**src/rtl/trap_pkg.sv**
```systemverilog
`default_nettype none
// ============================================================================
//  Module      : trap_pkg
//  Description : Shared cause codes, mstatus bit positions, FSM encoding and
//                except_info field offsets for the trap sequencer.
//  Revision    : 1.0 - initial release
// ============================================================================
package trap_pkg;

    localparam logic [6:0] c_CAUSE_MISALIGN = 7'd0;
    localparam logic [6:0] c_CAUSE_ILLEGAL  = 7'd2;
    localparam logic [6:0] c_CAUSE_EBREAK   = 7'd3;
    localparam logic [6:0] c_CAUSE_ECALL    = 7'd11;
    localparam int unsigned c_IRQ_CAUSE_BASE = 16;

    localparam int unsigned c_MSTATUS_MIE  = 3;
    localparam int unsigned c_MSTATUS_MPIE = 7;

    localparam int unsigned c_INFO_PC_LSB    = 0;
    localparam int unsigned c_INFO_MST_LSB   = 16;
    localparam int unsigned c_INFO_CAUSE_LSB = 24;
    localparam int unsigned c_INFO_IRQ_BIT   = 31;

    typedef logic [1:0] state_t;
    localparam state_t c_ST_IDLE  = 2'd0;
    localparam state_t c_ST_TRAP  = 2'd1;
    localparam state_t c_ST_DRAIN = 2'd2;
    localparam state_t c_ST_RET   = 2'd3;

    // Trap entry view of mstatus: MPIE inherits MIE, MIE is cleared.
    function automatic logic [7:0] trap_mstatus(input logic [7:0] mstatus);
        logic [7:0] v;
        v = mstatus;
        v[c_MSTATUS_MPIE] = mstatus[c_MSTATUS_MIE];
        v[c_MSTATUS_MIE]  = 1'b0;
        return v;
    endfunction

    function automatic logic [31:0] pack_info(input logic is_irq, input logic [6:0] cause,
                                              input logic [7:0] mstatus, input logic [15:0] pc);
        logic [31:0] v;
        v = '0;
        v[c_INFO_PC_LSB +: 16]   = pc;
        v[c_INFO_MST_LSB +: 8]   = trap_mstatus(mstatus);
        v[c_INFO_CAUSE_LSB +: 7] = cause;
        v[c_INFO_IRQ_BIT]        = is_irq;
        return v;
    endfunction

endpackage
`default_nettype wire

```
**src/rtl/trap_ctrl_irq_sync.sv**
```systemverilog
`default_nettype none
// ============================================================================
//  Module      : irq_sync
//  Description : Parameterised-width two-flop synchroniser, async reset.
//  Revision    : 1.0 - initial release
// ============================================================================
module irq_sync #(
    parameter int WIDTH = 1
) (
    input  logic             clk,
    input  logic             rst,
    input  logic [WIDTH-1:0] d,
    output logic [WIDTH-1:0] q
);

    logic [WIDTH-1:0] r_meta;
    logic [WIDTH-1:0] r_sync;

    always_ff @(posedge clk or posedge rst) begin
        if (rst) begin
            r_meta <= '0;
            r_sync <= '0;
        end else begin
            r_meta <= d;
            r_sync <= r_meta;
        end
    end

    assign q = r_sync;

endmodule
`default_nettype wire

```
**src/rtl/trap_ctrl.sv**
```systemverilog
`default_nettype none
// ============================================================================
//  Module      : trap_ctrl
//  Description : Prioritises exceptions/interrupts, strobes the CSR file and
//                sequences the mtvec redirect, flush and mret return.
//  Revision    : 1.0 - initial release
// ============================================================================
module trap_ctrl
    import trap_pkg::*;
#(
    parameter int NUM_IRQ   = 4,
    parameter int FLUSH_CYC = 2
) (
    input  logic               clk,
    input  logic               rst,
    input  logic               ex_valid,
    input  logic [31:0]        ex_pc,
    input  logic               exc_misalign,
    input  logic               exc_illegal,
    input  logic               exc_ebreak,
    input  logic               exc_ecall,
    input  logic               mret,
    input  logic [NUM_IRQ-1:0] irq,
    input  logic [31:0]        csr_info,
    output logic               stall,
    output logic               except,
    output logic               interrupt,
    output logic [31:0]        except_info,
    output logic               pc_sel_trap,
    output logic               pc_sel_ret,
    output logic               flush
);

    localparam logic [2:0] c_DRAIN_LOAD = 3'(FLUSH_CYC - 1);

    logic [NUM_IRQ-1:0] w_irq_s;
    logic [NUM_IRQ-1:0] w_irq_en;
    logic               w_mie;
    logic               w_exc_hit;
    logic               w_irq_hit;
    logic [6:0]         w_cause;
    logic               w_trap_evt;
    logic               w_ret_evt;
    logic               w_latch;
    logic               w_unused;

    state_t     r_state;
    state_t     w_state_nx;
    logic [2:0] r_cnt;
    logic [2:0] w_cnt_nx;
    logic       r_except;
    logic       r_interrupt;
    logic       r_pc_sel_ret;
    logic       r_flush;
    logic [31:0] r_info;

    irq_sync #(.WIDTH(NUM_IRQ)) u_irq_sync (
        .clk (clk),
        .rst (rst),
        .d   (irq),
        .q   (w_irq_s)
    );

    assign w_mie    = csr_info[c_MSTATUS_MIE];
    assign w_irq_en = w_irq_s & csr_info[16 +: NUM_IRQ] & {NUM_IRQ{w_mie}};
    assign w_unused = ^{csr_info, ex_pc[31:16]};

    always_comb begin
        w_exc_hit = 1'b0;
        w_irq_hit = 1'b0;
        w_cause   = '0;
        if (ex_valid && exc_misalign) begin
            w_exc_hit = 1'b1;
            w_cause   = c_CAUSE_MISALIGN;
        end else if (ex_valid && exc_illegal) begin
            w_exc_hit = 1'b1;
            w_cause   = c_CAUSE_ILLEGAL;
        end else if (ex_valid && exc_ebreak) begin
            w_exc_hit = 1'b1;
            w_cause   = c_CAUSE_EBREAK;
        end else if (ex_valid && exc_ecall) begin
            w_exc_hit = 1'b1;
            w_cause   = c_CAUSE_ECALL;
        end else begin
            // Descending scan so the lowest enabled index is the last writer.
            for (int i = NUM_IRQ - 1; i >= 0; i--) begin
                if (w_irq_en[i]) begin
                    w_irq_hit = 1'b1;
                    w_cause   = 7'(c_IRQ_CAUSE_BASE + i);
                end
            end
        end
    end

    assign w_trap_evt = w_exc_hit | w_irq_hit;
    assign w_ret_evt  = ex_valid & mret;

    always_comb begin
        w_state_nx = r_state;
        w_cnt_nx   = r_cnt;
        w_latch    = 1'b0;
        case (r_state)
            c_ST_IDLE: begin
                if (w_trap_evt) begin
                    w_state_nx = c_ST_TRAP;
                    w_latch    = 1'b1;
                end else if (w_ret_evt) begin
                    w_state_nx = c_ST_RET;
                end
            end
            c_ST_TRAP, c_ST_RET: begin
                w_state_nx = c_ST_DRAIN;
                w_cnt_nx   = c_DRAIN_LOAD;
            end
            c_ST_DRAIN: begin
                if (r_cnt == 3'd0) begin
                    w_state_nx = c_ST_IDLE;
                end else begin
                    w_cnt_nx = r_cnt - 3'd1;
                end
            end
            default: w_state_nx = c_ST_IDLE;
        endcase
    end

    always_ff @(posedge clk or posedge rst) begin
        if (rst) begin
            r_state      <= c_ST_IDLE;
            r_cnt        <= '0;
            r_except     <= 1'b0;
            r_interrupt  <= 1'b0;
            r_pc_sel_ret <= 1'b0;
            r_flush      <= 1'b0;
            r_info       <= '0;
        end else begin
            r_state      <= w_state_nx;
            r_cnt        <= w_cnt_nx;
            r_except     <= (w_state_nx == c_ST_TRAP);
            r_pc_sel_ret <= (w_state_nx == c_ST_RET);
            r_flush      <= (w_state_nx != c_ST_IDLE);
            if (w_latch) begin
                r_info      <= pack_info(w_irq_hit, w_cause, csr_info[7:0], ex_pc[15:0]);
                r_interrupt <= w_irq_hit;
            end else if (r_state == c_ST_TRAP) begin
                r_interrupt <= 1'b0;
            end
        end
    end

    // Reset gates the combinational stall so every output is low under reset.
    assign stall       = (r_state == c_ST_IDLE) & w_trap_evt & ~rst;
    assign except      = r_except;
    assign interrupt   = r_interrupt;
    assign except_info = r_info;
    assign pc_sel_trap = r_except;
    assign pc_sel_ret  = r_pc_sel_ret;
    assign flush       = r_flush;

endmodule
`default_nettype wire

```
**config.mk**
```make
export PLATFORM = sky130hd
export DESIGN_NAME = trap_ctrl
export DESIGN_NICKNAME = d
export VERILOG_FILES = /design/src/rtl/trap_pkg.sv /design/src/rtl/trap_ctrl_irq_sync.sv /design/src/rtl/trap_ctrl.sv
export SDC_FILE = /design/constraint.sdc
export NUM_CORES = 1
export LEC_CHECK = 0
export CORE_MARGIN = 1.5
export CORE_UTILIZATION = 37
export CTS_CLUSTER_DIAMETER = 60
export DETAILED_ROUTE_END_ITERATION = 7
export PLACE_DENSITY = 0.77
export SLEW_MARGIN = 20
export SYNTH_ARGS = -nofsm -noshare
export SYNTH_HDL_FRONTEND = slang
export SYNTH_HIERARCHICAL = 1
export SYNTH_SLANG_ARGS = --single-unit
export TNS_END_PERCENT = 10
```
**constraint.sdc**
```tcl
create_clock -name clk -period 1.95 [get_ports clk]
set_input_delay 0.39 -clock clk [delete_from_list [all_inputs] [get_ports clk]]
set_output_delay 0.39 -clock clk [all_outputs]
set_load 0.01 [all_outputs]
```
# Word level (Yosys, flattened, before mapping)
# Cells that the tools add are included.
# word_totals
reg_bits,48
input_bits,76
out_inout_bits,38
wordCells,64
# classes
n_addsub,1
n_eq_ne,6
mux,30
bitwise,7
n_reduce_logical,11
# ops
cell,count
7-bit 2-to-1 mux,7
1-bit 2-to-1 mux,16
4-bit AND,2
"2-bit == test, second input constant",3
2-bit 2-to-1 mux,3
2-bit one-hot mux with 3 select lines,1
3-bit one-hot mux with 2 select lines,1
2-bit nonzero test,3
5-bit 2-to-1 mux,1
"2-bit by 1-bit == test with 1-bit output, second input constant",2
1-bit logical AND,4
1-bit AND,3
3-bit zero test,1
3-bit 2-to-1 mux,1
"3-bit by 1-bit subtractor with 3-bit output, second input constant",1
2-bit zero test,1
"2-bit inequality test, second input constant",1
2-bit AND reduction,1
2-bit OR reduction,1
1-bit inverter,1
1-bit bitwise OR,1

# Logic depth before layout (Yosys ltp)
# Gate-level depths: netlist of run 1.
# depth
ltp_word,14
ltp_mapped,6
ltp_nobuf,6

# Cells and area by module
# Netlist of run 1, hierarchy kept.
# by_module_without_submodules
module,n_inst,cells_per_inst,area_per_inst_um2
trap_ctrl,1,120,1707.9
irq_sync,1,9,203.9

# Worst setup path after synthesis of run 1
# OpenSTA, ideal clock, no wires.
# synth_path
path_type,input to output
from,input port rst
to,output port stall
arrival_ns,1.442
required_time_ns,1.560
setup_slack_ns,0.118
path_stages,2
n_path_buf,0
path_cell_list,inv_1 -> and2_1
# synth_between
elab_chain_cells,2
# synth_lines
element,line_no,text
from (decl),trap_ctrl.sv:15,"input logic rst,"
1-bit inverter,trap_ctrl.sv:151,assign stall = (r_state == c_ST_IDLE) & w_trap_evt & ~rst;
1-bit AND,trap_ctrl.sv:151,
to (decl),trap_ctrl.sv:25,"output logic stall,"
# No other way between the ends.

# Worst setup path in the final report of run 1
# layout_path
from,input port csr_info[3]
to,output port stall
# layout_between
elab_chain_cells,12
# layout_lines
element,line_no,text
from (decl),trap_ctrl.sv:24,"input logic [31:0] csr_info,"
4-bit AND *,trap_ctrl.sv:65,assign w_irq_en = w_irq_s & csr_info[16 +: NUM_IRQ] & {NUM_IRQ{w_mie}};
1-bit 2-to-1 mux (3 in a row),trap_ctrl.sv:87,if (w_irq_en[i]) begin
1-bit 2-to-1 mux *,trap_ctrl.sv:87,
1-bit 2-to-1 mux *,trap_ctrl.sv:81,end else if (ex_valid && exc_ecall) begin
1-bit 2-to-1 mux *,trap_ctrl.sv:78,end else if (ex_valid && exc_ebreak) begin
1-bit 2-to-1 mux *,trap_ctrl.sv:75,end else if (ex_valid && exc_illegal) begin
1-bit 2-to-1 mux *,trap_ctrl.sv:72,if (ex_valid && exc_misalign) begin
1-bit bitwise OR *,trap_ctrl.sv:95,assign w_trap_evt = w_exc_hit | w_irq_hit;
1-bit AND * (2 in a row),trap_ctrl.sv:151,
# Every way passes the cells marked *; elsewhere a longest branch is shown, timed or not.

==> metrics.md, run 1 <==
| Metric | Value |
|---|---|
| Kind of cell adding the most delay to the critical path | buffers and inverters |
| CP Class | primary input to primary output |
| Setup WS pre-CTS | -0.559 ns |
| CTS Hold Bufs | 0 |
| First-pass GRT wire length | 6.07 mm |
| Via density | 4.53 |
| Clock Tree Root | clkbuf_8 |
| Worst-path fanout max | 4 |
| Num CTS Buffers | 5 |
| Total power | 4150 uW |
| Ratio of cells with drive above 1 in the final layout | 25.6% |
| WP data arrival | 1.51 ns |
| FF+latch area | 1100 sq um |
| WL/cell | 13.2 um |
| Initial core utilization | 39.4% |
| Core area | 4850 sq um |
| Distinct cells, synth | 33 |
| IO buf count | 72 |
| Worst setup EP type | primary output |
| Synth warn | 6 |
| Total track usage | 14.5% |
| Fin. max-slew vios | 0 |
| Slew HR | 66.3% |
| Slowest cell on the critical path | clkdlybuf4s50_1 |
| CTS H-tree depth | 2 |
| Final hold violation count | 0 |
| Synth async-reset ratio | 100% |
| Area of the multi-input gates | 721 sq um |
| Synth Instances | 129 |
| Hold Crit Class | flip-flop to flip-flop |
| I/O pin count | 114 |
| Area growth syn-to-layout | 51.2% |
| Worst VDD drop | 646 uV |
| Synthesized area | 1910 sq um |
| Final period utilization | 97.5% |
| Max_cap viols | 0 |
| Final Routed Wirelength | 3.76 mm |
| Die height | 74.9 um |
| Top cell type by total area after synthesis | dfrtp_1 |
| Initial antenna violation count | 0 |
| Lkg Pwr | 0.00131 uW |
| Delay of the slowest cell on the worst path | 0.54 ns |
| Die area | 5610 sq um |
| CP Cell Sequence | clkdlybuf4s50_1, o21ai_2, a211oi_4, and2_1, buf_6 |
| Largest cells by area after synthesis | dfrtp_1 (58%), mux2_4 (20%), buf_4 (2.4%), buf_6 (1.8%), o41ai_4 (1.4%) |
| Post-route minimum period | 1.90 ns |
| Pin count of the biggest net entering global routing | 37 |
| Status | finished, final reports clean |
| Overflow after GRT | 0 |
| Unrepaired setup endpoints after global routing | true |
| Die width | 74.9 um |
| Worst Max-Slew Pin Slew | 0.506 ns |
| Worst skew pair latency | 0.30 ns |
| DRC viols | 0 |
| Num rows | 25 |
| Detail Placement HPWL | 2.76 mm |
| P per Cell Area | 1440 nW/um^2 |
| CP Data Required Time | 1.56 ns |
| Startpoint Class | primary input |
| Vias in the first global route | 1386 |
| Ys flop type | dfrtp_1 |
| TritonCTS clock tree | done |
| Worst-path clk slew | 0.08 ns |
| Fmax | 526 MHz |
| Fillers | 398 |
| Setup violations, final | 0 |
| Final setup margin | 0.0480 ns |
| Via Count | 1295 |
| Inserted Diodes | 0 |
| GPL Wtd Cong | 0.754 |
| Max Root-Sink Buffers | 2 |
| First-pass DRT Iterations | 4 |
| Antenna viol nets, final | 0 |
| EDFF count, synth | 0 |
| Synth top area share | 57.6% |
| DRT iter0 DRCs | 57 |
| Number of buffers and inverters on the critical path | 2 |
| Register area share after synthesis | 57.6% |
| Sink Count | 44 |
| Nets | 296 |
| Clock Skews | 0.00757 ns |
| Syn Area/Cell | 14.8 sq um |
| Yosys reg bits | 44 |
==> layout make-up <==
cell class,instances,share of cell area [%]
sequential,44,38.1
timing repair buffer,89,29.3
multi-input combinational,73,24.9
tap,67,2.90
clock buffer,6,2.86
clock inverter,2,1.34
inverter,5,0.649
==> cells by family after synthesis <==
| logic type | Yosys count | share of synthesized area (%) |
|---|---|---|
| AO/OA/AOI/OAI | 19 | 8.97 |
| flip-flops | 44 | 57.6 |
| adder cells (fa/ha/maj) | 2 | 1.31 |
| AND/OR/NAND/NOR | 21 | 5.76 |
| multiplexers | 26 | 20.4 |
| other | 1 | 0.196 |
| XOR/XNOR | 1 | 0.458 |
| buffers and inverters | 15 | 5.30 |
==> cell usage in the layout (no fill, tap or decap), drive strengths merged <==
| cell | n |
|---|---|
| dfrtp | 44 |
| a211oi | 1 |
| and4b | 1 |
| dlymetal6s2s | 2 |
| nor2b | 2 |
| o22a | 1 |
| o31ai | 1 |
| dlygate4sd2 | 7 |
| and2 | 1 |
| a22o | 2 |
| nand2b | 1 |
| mux2 | 26 |
| clkbuf | 6 |
| nand3b | 2 |
| bufinv | 1 |
| o21bai | 1 |
| clkinv | 1 |
| or2 | 1 |
| a32oi | 1 |
| o211ai | 1 |
| o32a | 1 |
| conb | 4 |
| clkdlybuf4s50 | 62 |
| ha | 2 |
| o21ai | 4 |
| nand3 | 1 |
| a21oi | 3 |
| nand2 | 6 |
| o41ai | 1 |
| nor3 | 3 |
| inv | 5 |
| buf | 18 |
| xnor2 | 1 |
| nor2 | 3 |
| a41oi | 1 |
| o31a | 1 |
==> per-layer routing <==
metal  wire (um)  vias to the layer above  share of wire (%)  global-route usage, %
li1            -                      620                  -                      -
met1        1500                      626                 40                   16.6
met2        1970                       42                 52                   25.6
met3         228                        7                6.1                   4.42
met4          56                        0                1.5                   5.45
met5           0                        -                  0                      0
==> what timing repair did <==
action	in CTS	in global routing
setup buffers	2	2
gates cloned	0	0
pin swaps	6	3
resized for setup	12	3
setup endpoints to repair	27	27
==> sequential cells by signal, summed over array words and instances, names as in the netlist <==
register           flops
flush                  1
interrupt              1
except                 1
r_cnt                  3
r_state                2
u_irq_sync/q           4
pc_sel_ret             1
u_irq_sync/r_meta      4
except_info           27
==> power by group <==
part / internal [uW] / switching (uW)
Clock: 419 / 309
Sequential: 1270 / 201
Combinational: 1260 / 693
Total: 2950 / 1200
==> per-stage QoR <==
| step | instances | hold WS [ns] | utilization, % | setup TNS, ns | cell area (sq um) |
|---|---|---|---|---|---|
| floorplan | 132 | 0.206 | - | 0 | 1920 |
| global placement | 274 | 0.332 | 56.6 | -11.10 | 2740 |
| detailed placement | 274 | 0.338 | 56.6 | -11.78 | 2740 |
| CTS | 284 | 0.357 | 59.1 | 0 | 2870 |
| global route | 286 | 0.367 | 59.6 | -0.0391 | 2890 |
| finish | 286 | 0.354 | 59.6 | 0 | 2890 |
==> cells in the mapped netlist, types with 2 or more instances <==
library cell   n
nand2_1        6
nand3b_1       2
ha_1           2
nor2_1         3
o21ai_0        3
dfrtp_1       44
buf_4          6
a21oi_1        3
nor2b_1        2
mux2_4        26
buf_6          3
inv_1          5
a22o_1         2
nor3_1         3
==> worst paths after layout <==
path	from	endpoint	slack [ns]	depth (start not counted)
setup / recovery	csr_info[3]	stall	0.05	5
hold / removal	u_irq_sync/r_meta[2]	u_irq_sync/q[2]	0.35	0
setup reg to reg	u_irq_sync/q[2]	except_info[15]	0.14	5
hold reg to reg	u_irq_sync/r_meta[2]	u_irq_sync/q[2]	0.35	0
max in group asynchronous	rst	except_info[17]	1.07	3
min in group asynchronous	rst	u_irq_sync/r_meta[0]	0.38	2
(Power assumes the default switching activity.)
==> run 2, diff against run 1 <==
--- a/config.mk
+++ b/config.mk
@@ -5,6 +5,7 @@
 export SDC_FILE = /design/constraint.sdc
 export NUM_CORES = 1
 export LEC_CHECK = 0
+export CORE_ASPECT_RATIO = 0.75
 export CORE_MARGIN = 1.5
 export CORE_UTILIZATION = 37
 export CTS_CLUSTER_DIAMETER = 60
==> run 2 against run 1 <==
Effect of this change:
- first-iteration DRC count increased by 11%
- combinational power hardly changed
- power shrank 0.61%
- largest power group unchanged
- count of clock-buffer cells in the layout shrank 1
- worst setup slack improved by 0.019 ns
- routed wire length increased by 1.9%
- via count increased by 2.2%
- utilization fell by 1.7 points
- sequential share of layout area increased by 0.48 points
==> metrics.md, run 2 (same netlist as run 1, synthesis figures left out) <==
| Metric | Value |
|---|---|
| Die height | 65.3 um (was 74.9 um) |
| P per Cell Area | 1440 nW/um^2 (about the same) |
| Total track usage | 15.0% (was 14.5%) |
| GPL Wtd Cong | 0.833 (was 0.754) |
| First-pass GRT wire length | 6.38 mm (was 6.07 mm) |
| Final hold violation count | 0 (unchanged) |
| Sink Count | 44 (unchanged) |
| CP Class | primary input to primary output (unchanged) |
| Num rows | 22 (was 25) |
| Initial antenna violation count | 0 (unchanged) |
| Antenna viol nets, final | 0 (unchanged) |
| Via Count | 1324 (was 1295) |
| Core area | 4930 sq um (was 4850 sq um) |
| Startpoint Class | primary input (unchanged) |
| Setup_tns | 0 ns (unchanged) |
| WL/cell | 13.8 um (was 13.2 um) |
| DRC viols | 0 (unchanged) |
| Worst-path clk slew | 0.08 ns (about the same) |
| Detail Placement HPWL | 2.76 mm (about the same) |
| Status | finished, final reports clean (unchanged) |
| Worst setup EP type | primary output (unchanged) |
| Fin. max-slew vios | 0 (unchanged) |
| Final period utilization | 96.6% (was 97.5%) |
| IO buf count | 72 (unchanged) |
| CP Data Required Time | 1.56 ns (about the same) |
| Hold WS | 0.352 ns (was 0.354 ns) |
| CTS H-tree depth | 2 (unchanged) |
| Commonest non-fill, non-tap cells in the layout | clkdlybuf4s50_1 (62), dfrtp_1 (44), mux2_4 (26) (unchanged) |
| Pin count of the biggest net entering global routing | 37 (unchanged) |
| Via density | 4.76 (was 4.53) |
| I/O pin count | 114 (unchanged) |
| First-pass DRT Iterations | 4 (unchanged) |
| WP data arrival | 1.49 ns (was 1.51 ns) |
| Lkg Pwr | 0.00128 uW (was 0.00131 uW) |
| Overflow after GRT | 0 (unchanged) |
| Max reg flops | 27 (unchanged) |
| Worst-path fanout max | 2 (was 4) |
| Vias in the first global route | 1357 (was 1386) |
| Clock Skews | 0.00620 ns (was 0.00757 ns) |
| Initial core utilization | 38.8% (was 39.4%) |
| Ratio of cells with drive above 1 in the final layout | 25.2% (was 25.6%) |
| Die width | 86 um (was 74.9 um) |
| TritonCTS clock tree | done (unchanged) |
| Max Root-Sink Buffers | 2 (unchanged) |
| Post-route minimum period | 1.88 ns (was 1.90 ns) |
| Worst R2R Path Depth | 5 (unchanged) |
| Nets | 295 (was 296) |
| Commonest non-fill, non-tap cell in the layout | clkdlybuf4s50_1 (unchanged) |
| Area growth syn-to-layout | 49.3% (was 51.2%) |
| Fmax | 531 MHz (was 526 MHz) |
| Hold path depth | 0 (unchanged) |
| Inserted Diodes | 0 (unchanged) |
| Hold Crit Class | flip-flop to flip-flop (unchanged) |
| Worst skew pair latency | 0.29 ns (was 0.30 ns) |
| Final Routed Wirelength | 3.84 mm (was 3.76 mm) |
| Worst VDD drop | 501 uV (was 646 uV) |
| Unrepaired setup endpoints after global routing | true (unchanged) |
| Setup violations, final | 0 (unchanged) |
| DRT iter0 DRCs | 63 (was 57) |
| Num CTS Buffers | 5 (unchanged) |
| Clock Tree Root | clkbuf_8 (unchanged) |
| Max_cap viols | 0 (unchanged) |
| Die area | 5610 sq um (about the same) |
[run 2: cell count changes in the layout (fill, tap and decap cells not counted), sizes merged]
cell / delta
clkbuf: -1
dlygate4sd2: +2
clkinvlp: +1
inv: +1
buf: -1
clkinv: -1
dlymetal6s2s: -2
[run 2: power by group]
group / total, uW / switching [uW] / internal (uW)
clock: 695 / 309 / 386
combinational: 1960 / 710 / 1250
sequential: 1470 / 198 / 1270
[run 2: layer usage]
metal | part of all wire (%) | wire length [um] | up-vias | global-route usage, %
met5 | 0 | 0 | - | 0
li1 | - | - | 613 | -
met3 | 7.6 | 290 | 8 | 5.28
met4 | 1.3 | 49 | 0 | 5.44
met2 | 44 | 1680 | 60 | 22.4
met1 | 47 | 1820 | 643 | 20.2
[run 2: area by class of cell]
type                       count  area, sq um
multi-input combinational     73          721
inverter                       5         18.8
sequential                    44         1100
clock buffer                   5         68.8
clock inverter                 3         46.3
fill                         414         2070
timing repair buffer          88          825
tap                           60         75.1
[run 2: final timing paths]
check	from	to	slack [ns]
max	csr_info[3]	stall	0.07
max reg2reg	u_irq_sync/q[2]	except_info[2]	0.16
min reg2reg	u_irq_sync/r_meta[2]	u_irq_sync/q[2]	0.35
min in group asynchronous	rst	u_irq_sync/r_meta[0]	0.37
max in group asynchronous	rst	r_state[0]	1.04
min	u_irq_sync/r_meta[2]	u_irq_sync/q[2]	0.35
[run 2: metrics by stage]
step           setup slack [ns]  power, uW  cells  utilization, %  instance area, sq um
6_report                 0.0670       4130    278            57.9                  2860
5_1_grt                 -0.0244       4400    278            57.9                  2860
4_1_cts                  0.0477       4180    278            57.9                  2860
3_5_place_dp             -0.568       3460    268            55.6                  2740
3_3_place_gp             -0.520       3420    268            55.6                  2740
2_1_floorplan             0.118       2600    132               -                  1920
[run 2: what timing repair did]
action | CTS | global route
setup buffers | 2 | 0
resized for setup | 13 | 0
gates cloned | 0 | 0
hold buffers | 0 | 0
pin swaps | 6 | 0
setup endpoints to repair | 27 | 1
[run 2: critical path, stage by stage]
cell and delay [ns]:
clkdlybuf4s50_1 0.51, o21ai_2 0.10, a211oi_4 0.21, and2_1 0.15, buf_2 0.13
==> run 3, diff against run 2 <==
--- a/config.mk
+++ b/config.mk
@@ -5,12 +5,14 @@
 export SDC_FILE = /design/constraint.sdc
 export NUM_CORES = 1
 export LEC_CHECK = 0
+export CAP_MARGIN = 30
 export CORE_ASPECT_RATIO = 0.75
 export CORE_MARGIN = 1.5
 export CORE_UTILIZATION = 37
 export CTS_CLUSTER_DIAMETER = 60
 export DETAILED_ROUTE_END_ITERATION = 7
 export PLACE_DENSITY = 0.77
+export REMOVE_ABC_BUFFERS = 1
 export SLEW_MARGIN = 20
 export SYNTH_ARGS = -nofsm -noshare
 export SYNTH_HDL_FRONTEND = slang
==> run 3 against run 2 <==
Effect of this change:
- cell area shrank 0.96%
- non-clock buffer count unchanged
- global-route usage grew 0.46 points
- critical path depth unchanged
- worst setup slack worse by 0.0042 ns
- flip-flop and latch count did not move
- clock power is 24% lower
- utilization down 0.56 points
- via count decreased by 2.6%
- sequential share of layout area increased by 0.38 points
- sequential power about the same
- hold slack worse by 0.00077 ns
==> metrics.md, run 3 (same netlist as run 1, synthesis figures left out) <==
| Metric | Value |
|---|---|
| Final setup margin | 0.0628 ns (was 0.0670 ns) |
| TritonCTS clock tree | done (unchanged) |
| WP data arrival | 1.50 ns (was 1.49 ns) |
| Setup WS pre-CTS | -0.574 ns (was -0.568 ns) |
| Worst setup EP type | primary output (unchanged) |
| Area growth syn-to-layout | 47.9% (was 49.3%) |
| Via Count | 1289 (was 1324) |
| Setup_tns | 0 ns (unchanged) |
| Worst-path clk slew | 0.07 ns (was 0.08 ns) |
| Die area | 5610 sq um (unchanged) |
| Fin cells | 277 (was 278) |
| First-pass DRT Iterations | 4 (unchanged) |
| Total power | 3970 uW (was 4130 uW) |
| I/O pin count | 114 (unchanged) |
| Inserted Diodes | 0 (unchanged) |
| WL/cell | 14.0 um (was 13.8 um) |
| Total track usage | 15.4% (was 15.0%) |
| Ratio of cells with drive above 1 in the final layout | 24.4% (was 25.2%) |
| Sink Count | 44 (unchanged) |
| Post-route minimum period | 1.89 ns (was 1.88 ns) |
| Status | finished, final reports clean (unchanged) |
| Final hold violation count | 0 (unchanged) |
| Max_cap viols | 0 (unchanged) |
| Worst-path fanout max | 2 (unchanged) |
| Die width | 86 um (unchanged) |
| CP Data Required Time | 1.56 ns (about the same) |
| Max Root-Sink Buffers | 2 (unchanged) |
| Unrepaired setup endpoints after global routing | false (was true) |
| Core area | 4930 sq um (unchanged) |
| Overflow after GRT | 0 (unchanged) |
| IO buf count | 72 (unchanged) |
| Die height | 65.3 um (unchanged) |
| Fmax | 530 MHz (was 531 MHz) |
| Via density | 4.65 (was 4.76) |
| Worst Max-Slew Pin Slew | 0.507 ns |
| First-pass GRT wire length | 6.54 mm (was 6.38 mm) |
| Initial antenna violation count | 0 (unchanged) |
| Num CTS Buffers | 5 (unchanged) |
| Clock Tree Root | clkbuf_8 (unchanged) |
| Max reg flops | 27 (unchanged) |
| Num rows | 22 (unchanged) |
| Vias in the first global route | 1378 (was 1357) |
| CP Class | flip-flop to primary output (was primary input to primary output) |
| Final period utilization | 96.8% (was 96.6%) |
| Clock Skews | 0.00470 ns (was 0.00620 ns) |
| Commonest non-fill, non-tap cells in the layout | clkdlybuf4s50_1 (62), dfrtp_1 (44), mux2_4 (26) (unchanged) |
| Startpoint Class | flip-flop (was primary input) |
| Hold WS | 0.352 ns (about the same) |
| Detail Placement HPWL | 2.89 mm (was 2.76 mm) |
| Pin count of the biggest net entering global routing | 37 (unchanged) |
| Worst VDD drop | 789 uV (was 501 uV) |
| DRC viols | 0 (unchanged) |
| Slew HR | 66.2% |
| Commonest non-fill, non-tap cell in the layout | clkdlybuf4s50_1 (unchanged) |
| Hold Crit Class | flip-flop to flip-flop (unchanged) |
| CTS Hold Bufs | 0 (unchanged) |
| Initial core utilization | 38.8% (unchanged) |
| Final Routed Wirelength | 3.87 mm (was 3.84 mm) |
| DRT iter0 DRCs | 33 (was 63) |
| P per Cell Area | 1400 nW/um^2 (was 1440 nW/um^2) |
| Antenna viol nets, final | 0 (unchanged) |
| Worst skew pair latency | 0.29 ns (about the same) |
| Placed cell count | 268 (unchanged) |
| Lkg Pwr | 0.00128 uW (about the same) |
| Fillers | 403 (was 414) |
| CTS H-tree depth | 2 (unchanged) |
| Setup violations, final | 0 (unchanged) |
| GPL Wtd Cong | 0.754 (was 0.833) |
| Fin. max-slew vios | 0 (unchanged) |
| Nets | 295 (unchanged) |
==> run 3: changes by cell type in the layout (fill, tap and decap cells not counted) <==
cell,previous run,this run
buf_2,1,0
buf_6,0,1
bufinv_16,1,0
clkbuf_1,0,1
clkinv_2,0,1
clkinvlp_4,1,0
dlygate4sd2_1,9,8
dlymetal6s2s_1,0,1
inv_6,1,0
==> run 3: where the power goes <==
part	switching, uW	total, uW	internal, uW
clock network	284	527	244
logic	696	1950	1250
registers	220	1500	1280
total	1200	3970	2770
==> run 3: cell type report <==
cell class | count | area, sq um | area share [%]
Timing Repair Buffer | 88 | 835 | 29.5
Inverter | 5 | 18.8 | 0.664
Tap cell | 60 | 75.1 | 2.65
Clock buffer | 6 | 72.6 | 2.57
Sequential cell | 44 | 1100 | 38.9
Clock inverter | 1 | 5.00 | 0.177
Multi-Input combinational cell | 73 | 721 | 25.5
==> run 3: critical path: stages, from the launching register on <==
cell,delay (ns)
dfrtp_1,0.39
a22o_1,0.24
o21ai_2,0.21
a211oi_4,0.08
and2_1,0.17
buf_6,0.12
==> run 3: final timing paths <==
path,from,to,slack [ns],cells past startpoint
max,u_irq_sync/q[2],stall,0.06,5
min reg2reg,u_irq_sync/r_meta[3],u_irq_sync/q[3],0.35,0
max in group asynchronous,rst,pc_sel_ret,1.05,3
min,u_irq_sync/r_meta[3],u_irq_sync/q[3],0.35,0
min in group asynchronous,rst,u_irq_sync/r_meta[0],0.38,2
max reg2reg,u_irq_sync/q[2],except_info[6],0.13,5
==> run 3: routing by layer <==
metal  share of wire (%)  vias up  wire length [um]  global-route usage (%)
li1                    -      613                 -                       -
met5                   0        -                 0                       0
met3                 6.7        4               259                    5.78
met4                0.70        0                27                    4.23
met1                  46      624              1790                    19.9
met2                  46       48              1800                    24.6
==> run 3: per-stage QoR <==
stage | util [%] | area [sq um]
floorplan | - | 1840
global placement | 55.6 | 2740
detailed placement | 55.6 | 2740
CTS | 57.2 | 2820
global route | 57.4 | 2830
finish | 57.4 | 2830
==> run 3: timing repair <==
item / in CTS / in global routing
buffers inserted: 2 / 0
endpoints found under the setup margin: 27 / 20
resized for setup: 12 / 2
gates cloned: 0 / 0
pin swaps: 5 / 1
